### config.mk
export PLATFORM = sky130hd
export DESIGN_NAME = regfile_dump_unit
export DESIGN_NICKNAME = d
export VERILOG_FILES = /design/src/rtl/regfile_dump_unit.sv
export SDC_FILE = /design/constraint.sdc
export NUM_CORES = 1
export LEC_CHECK = 0
export ABC_AREA = 1
export CORE_ASPECT_RATIO = 0.5
export CORE_UTILIZATION = 50
export CTS_BUF_LIST = sky130_fd_sc_hd__clkbuf_4 sky130_fd_sc_hd__clkbuf_8
export CTS_CLUSTER_DIAMETER = 50
export DETAILED_ROUTE_END_ITERATION = 7
export DONT_BUFFER_PORTS = 1
export SETUP_SLACK_MARGIN = 0.4
export SLEW_MARGIN = 30
export SYNTH_ARGS = -nofsm -noshare
export SYNTH_HDL_FRONTEND = slang
export SYNTH_SLANG_ARGS = --single-unit
export TNS_END_PERCENT = 10
### constraint.sdc
create_clock -name clock -period 4.5 [get_ports clock]
set_input_delay 0.675 -clock clock [delete_from_list [all_inputs] [get_ports clock]]
set_output_delay 0.675 -clock clock [all_outputs]
set_load 0.01 [all_outputs]
### src/rtl/regfile_dump_unit.sv
// Debug-side register file dumper: walks FIRST_REG..NUM_REGS-1 through a spare read port and streams
// {index, value} beats on a valid/ready interface. Define REGDUMP_CHECKSUM_EN to append an XOR checksum beat.
module regfile_dump_unit #(
  parameter int NUM_REGS  = 32,
  parameter int ADDR_W    = 5,
  parameter int DATA_W    = 32,
  parameter int READ_LAT  = 1,
  parameter int FIRST_REG = 0
) (
  input  logic              clock,
  input  logic              reset,
  input  logic              start,
  output logic              busy,
  output logic              done,
  output logic [ADDR_W-1:0] rf_addr,
  input  logic [DATA_W-1:0] rf_data,
  output logic              out_valid,
  input  logic              out_ready,
  output logic [ADDR_W-1:0] out_reg,
  output logic [DATA_W-1:0] out_data,
  output logic              out_last,
  output logic              out_is_sum
);

`ifdef REGDUMP_CHECKSUM_EN
  typedef enum logic [2:0] {IDLE, ISSUE, SEND, SUM, DONE} state_t;
`else
  typedef enum logic [2:0] {IDLE, ISSUE, SEND, DONE} state_t;
`endif

  localparam logic [ADDR_W-1:0] LAST_IDX  = ADDR_W'(NUM_REGS - 1);
  localparam logic [ADDR_W-1:0] FIRST_IDX = ADDR_W'(FIRST_REG);
  localparam logic [1:0]        LAT_END   = 2'(READ_LAT - 1);

  state_t            state, state_nxt;
  logic [ADDR_W-1:0] idx;
  logic [1:0]        lat_cnt;
  logic              at_last;
`ifdef REGDUMP_CHECKSUM_EN
  logic [DATA_W-1:0] acc;
`endif

  // Walk ends on an ADDR_W-wide equality, so idx never needs to represent NUM_REGS.
  assign at_last = (idx == LAST_IDX);

  always_ff @(posedge clock) begin
    if (reset) state <= IDLE;
    else       state <= state_nxt;
  end

  always_comb begin
    state_nxt  = state;
    busy       = 1'b0;
    done       = 1'b0;
    out_valid  = 1'b0;
    out_last   = 1'b0;
    out_is_sum = 1'b0;
    case (state)
      IDLE: begin
        if (start) state_nxt = ISSUE;
      end
      ISSUE: begin
        busy = 1'b1;
        if (lat_cnt == LAT_END) state_nxt = SEND;
      end
      SEND: begin
        busy      = 1'b1;
        out_valid = 1'b1;
`ifdef REGDUMP_CHECKSUM_EN
        if (out_ready) state_nxt = at_last ? SUM : ISSUE;
`else
        out_last = at_last;
        if (out_ready) state_nxt = at_last ? DONE : ISSUE;
`endif
      end
`ifdef REGDUMP_CHECKSUM_EN
      SUM: begin
        busy       = 1'b1;
        out_valid  = 1'b1;
        out_last   = 1'b1;
        out_is_sum = 1'b1;
        if (out_ready) state_nxt = DONE;
      end
`endif
      DONE: begin
        done      = 1'b1;
        state_nxt = IDLE;
      end
      default: state_nxt = IDLE;
    endcase
  end

  always_ff @(posedge clock) begin
    if (reset) begin
      idx      <= '0;
      rf_addr  <= '0;
      lat_cnt  <= '0;
      out_reg  <= '0;
      out_data <= '0;
`ifdef REGDUMP_CHECKSUM_EN
      acc      <= '0;
`endif
    end else begin
      case (state)
        IDLE: begin
          if (start) begin
            idx     <= FIRST_IDX;
            rf_addr <= FIRST_IDX;
            lat_cnt <= '0;
`ifdef REGDUMP_CHECKSUM_EN
            acc     <= '0;
`endif
          end
        end
        ISSUE: begin
          if (lat_cnt == LAT_END) begin
            out_data <= rf_data;
            out_reg  <= idx;
            lat_cnt  <= '0;
`ifdef REGDUMP_CHECKSUM_EN
            acc      <= acc ^ rf_data;
`endif
          end else begin
            lat_cnt <= lat_cnt + 2'd1;
          end
        end
        SEND: begin
          if (out_ready) begin
            if (!at_last) begin
              idx     <= idx + ADDR_W'(1);
              rf_addr <= idx + ADDR_W'(1);
            end
`ifdef REGDUMP_CHECKSUM_EN
            else begin
              out_data <= acc;
              out_reg  <= '0;
            end
`endif
          end
        end
        default: ;
      endcase
    end
  end

endmodule

==> Yosys cells after proc, flatten, opt, wreduce, memory -nomap -nowiden <==
Index checks and enable logic that the tools add are counted.
{ "word_totals": {"register_bits": 47, "in_bits": 36, "out_inout_bits": 47, "elab_cells": 40} }
{ "op_classes": {"n_addsub": 2, "eq_ne": 8, "n_mux": 16, "reduce_logical": 9} }
{ "ops": {"columns": ["operator", "count"], "rows": [
  ["5-bit 2-to-1 mux", 3],
  ["5-bit case mux with 2 select lines", 1],
  ["3-bit 2-to-1 mux", 3],
  ["3-bit case mux with 3 select lines", 1],
  ["2-bit != test (second input constant)", 4],
  ["3-bit by 2-bit equality test with 1-bit output (second input constant)", 2],
  ["2-bit 2-to-1 mux", 3],
  ["5-bit by 1-bit adder with 5-bit output (second input constant)", 1],
  ["5-bit equality test (second input constant)", 1],
  ["1-bit 2-to-1 mux", 4],
  ["2-bit case mux with 2 select lines", 1],
  ["2-bit AND reduction", 2],
  ["4-bit AND reduction", 1],
  ["2-bit nonzero test", 2],
  ["3-bit by 1-bit equality test with 1-bit output (second input constant)", 1],
  ["3-bit logical NOT", 1],
  ["3-bit AND reduction", 1],
  ["2-bit by 1-bit adder with 2-bit output (second input constant)", 1],
  ["2-bit logical NOT", 1],
  ["2-bit OR reduction", 1]
]} }

==> Logic depth before layout (Yosys ltp) <==
{ "logic_depth": {"word_depth": 4, "depth_mapped": 11, "mapped_depth_nobuf": 11} }

==> Least setup slack after synthesis <==
Ideal clock, no wire load.
{ "synth_timing": {"path_kind": "register to output", "startpoint": "reg idx[0]", "endpoint": "out out_last", "t_arrival_ns": 1.056, "required_time_ns": 3.825, "path_slack_ns": 2.769, "path_stages_with_launch": 7, "path_buffers": 0, "cell_sequence": "dfxtp_1 ha_1 nand2_1 nor2_1 ha_1 nand2_2 clkinv_2"} }
{ "synth_via": {"elab_chain_len": 2} }
{ "synth_rtl": {"columns": ["element", "line", "source"], "rows": [
  ["start: declaration", "36", "logic [ADDR_W-1:0] idx;"],
  ["start signal: assignment", "130", "idx <= idx + ADDR_W'(1);"],
  ["5-bit equality test", "44", "assign at_last = (idx == LAST_IDX);"],
  ["1-bit 2-to-1 mux", "58", "case (state)"],
  ["end: declaration", "21", "output logic out_last,"]
]} }
No other way between the ends.

==> Worst setup path in the final report <==
Ends and elaborated chain as after synthesis.

==> results.ini <==
[outcome]
run_status = completed

[cells_and_area]
finish.utilization_pct = 55.7
nets = 282
stdcell_count = 290
antenna_cells = 0
largest_reg_flops = 32
area_delta_synth_final_pct = 4.16
drive_above_1_share_pct = 7.53
final_common_cell = nor2_1
finalInstanceArea_mm2 = 0.00194
final_cell_mix = nor2_1, dfxtp_1, o21ai_0, nand2_1, inv_1

[pwr]
finalPower_mw = 1.14
comb_power_share_pct = 24.7
netSwitchingPower_mw = 0.432
switching_share_pct = 38.0
clockPowerShare_pct = 22.0
ir_drop_uv = 220
power.internal_mw = 0.704
p_seq_share_pct = 53.3
p_per_area_mw_per_mm2 = 585
leakage_nw = 0.795

[placed_design]
finalWeightedCongestion = 0.772
numPlacedInstances = 282
io_buffers = 0
pre_cts_slack_ps = 2430
dpl.hpwl_mm = 2.51
dpl-instance-area_mm2 = 0.00186

[grt]
grt_pass1_vias = 1284
grt_max_degree = 42
grt_pass1_wl_mm = 5.62
grt_util_all_layers_pct = 19.1
overflow = 0
antenna_found_initial = 0

[floorplanning]
die_area_mm2 = 0.00399
io_pins = 83
die_x_um = 88.4
rows = 15
initial_core_util_pct = 53.4
die_h_um = 45.2
design.core.area_mm2 = 0.00349

[yosys]
synth_area_leaders = dfxtp_1, nor2_1, o21ai_0
ys_types = 23
ys_seq_area_share_pct = 49.4
synth_area_per_cell_um2 = 7.68
syn-num-nets = 287
synth_top_area_cell = dfxtp_1
syn_area_mm2 = 0.00187
syn_inst = 243
synth_top_area_share_pct = 49.4
ys_ff_latch = 46
yosysWarningCount = 0

[timing]
setup_viol = 0
fmax_mhz = 458
fin_tns_setup_ps = 0
whs_ps = 438
finalHoldViolations = 0
layout_setup_ws_ps = 2320
rsz0062_at_grt = no
worst_pin_slew_ps = 858
slew_viol_final = 0
clock_skew_ps = 7.80
fin_crit_sh_pct = 48.5
slew_headroom_pct = 42.4
post-route-min-period_ps = 2180

[route]
ant_nets = 0
drt_pass1_iterations = 4
detail_route.wl_per_cell_um = 12.7
dr.first_iter.drc_count = 87
drc_errors = 0
wirelength_mm = 3.68
num_vias = 1462
vias_per_cell = 5.04

[worst_setup_path]
endpoint_kind = output port
critPathArrivalTime_ps = 1510
critPathMaxFanout = 5
cp.required_ps = 3830
slowest_stage = dfxtp_1
worst_path_largest_cell_delay_ps = 450
cpMostUsedCell = ha_1
startpoint_type = flip-flop
path_cells = ha_1 -> nand2_1 -> nor2_1 -> ha_1 -> nand2_2 -> clkinv_2
path_class = flip-flop to output port

[clocking]
hold_buffers = 0
cts_htree_levels = 2
ctsResizeCount = 0
cts_made_buffers = 5
clock_sinks = 46
root_buffer = clkbuf_8
clock_latency_ps = 300
post-cts-setup-buffers = 0
cts.path.max_buffers = 2
cts_tree = done
path_clk_slew_ps = 80

[run]
maxCapViolCount = 0

[min_path]
hp-class = input pin to flip-flop

worst max-delay path, delay by kind of cell (launching register included):
family                   cells  cell delay (ps)
buffers and inverters        1              110
AND/OR/NAND/NOR              3              260
flip-flops                   1              450
adder cells (fa/ha/maj)      2              380
power groups by stage:
stage	clock network, mW	logic [mW]	registers [mW]
global placement	0	0.278	0.616
global route	0.273	0.336	0.619
CTS	0.263	0.284	0.608
floorplan	0	0.259	0.598
detailed placement	0	0.283	0.618
finish	0.250	0.281	0.605
layer usage:
layer / GRT usage, % / vias up / wire length (um) / share of wire, %
met3: 8.78 / 6 / 424 / 12
met5: 0 / - / 0 / 0
met1: 21.5 / 647 / 1610 / 44
met4: 7.74 / 0 / 43 / 1.2
met2: 32.0 / 49 / 1600 / 43
li1: - / 760 / - / -
kinds of logic after synthesis:
group / share of synthesized area [%]
and+or+nand+nor: 23.4
AOI/OAI and AO/OA: 14.4
other: 0.201
adders and majority gates: 5.37
buffers and inverters: 7.24
DFF: 49.4
synth_stat cells:
cell and instances:
nor2_1 76, dfxtp_1 46, o21ai_0 38, nand2_1 19, inv_1 13, a21oi_1 9
ha_1 8, buf_4 5, nand3_1 5, o21ai_1 5, clkbuf_1 4, nand2_2 3
inv_2 2, buf_2 1, buf_6 1, clkbuf_2 1, clkinv_2 1, conb_1 1
nand2_4 1, nor2_2 1, nor2_4 1, nor3b_1 1, o21ai_2 1
final timing paths:
kind / endpoint / slack [ps] / cells after the start / start
worst max-delay path: out_last / 2320 / 6 / idx[0]
worst min-delay path: idx[2] / 440 / 1 / reset
worst min register to register: lat_cnt[0] / 460 / 2 / lat_cnt[0]
worst max register to register: out_reg[1] / 2440 / 6 / state[1]
area by class of cell:
type,count,area (um^2)
well taps,51,63.8
multi-input cells,169,810
clock buffers,5,68.8
inverters,16,61.3
flip-flops and latches,46,921
fillers,356,1550
clock inverters,3,18.8
Note: power is estimated with default switching activity, not from simulation.
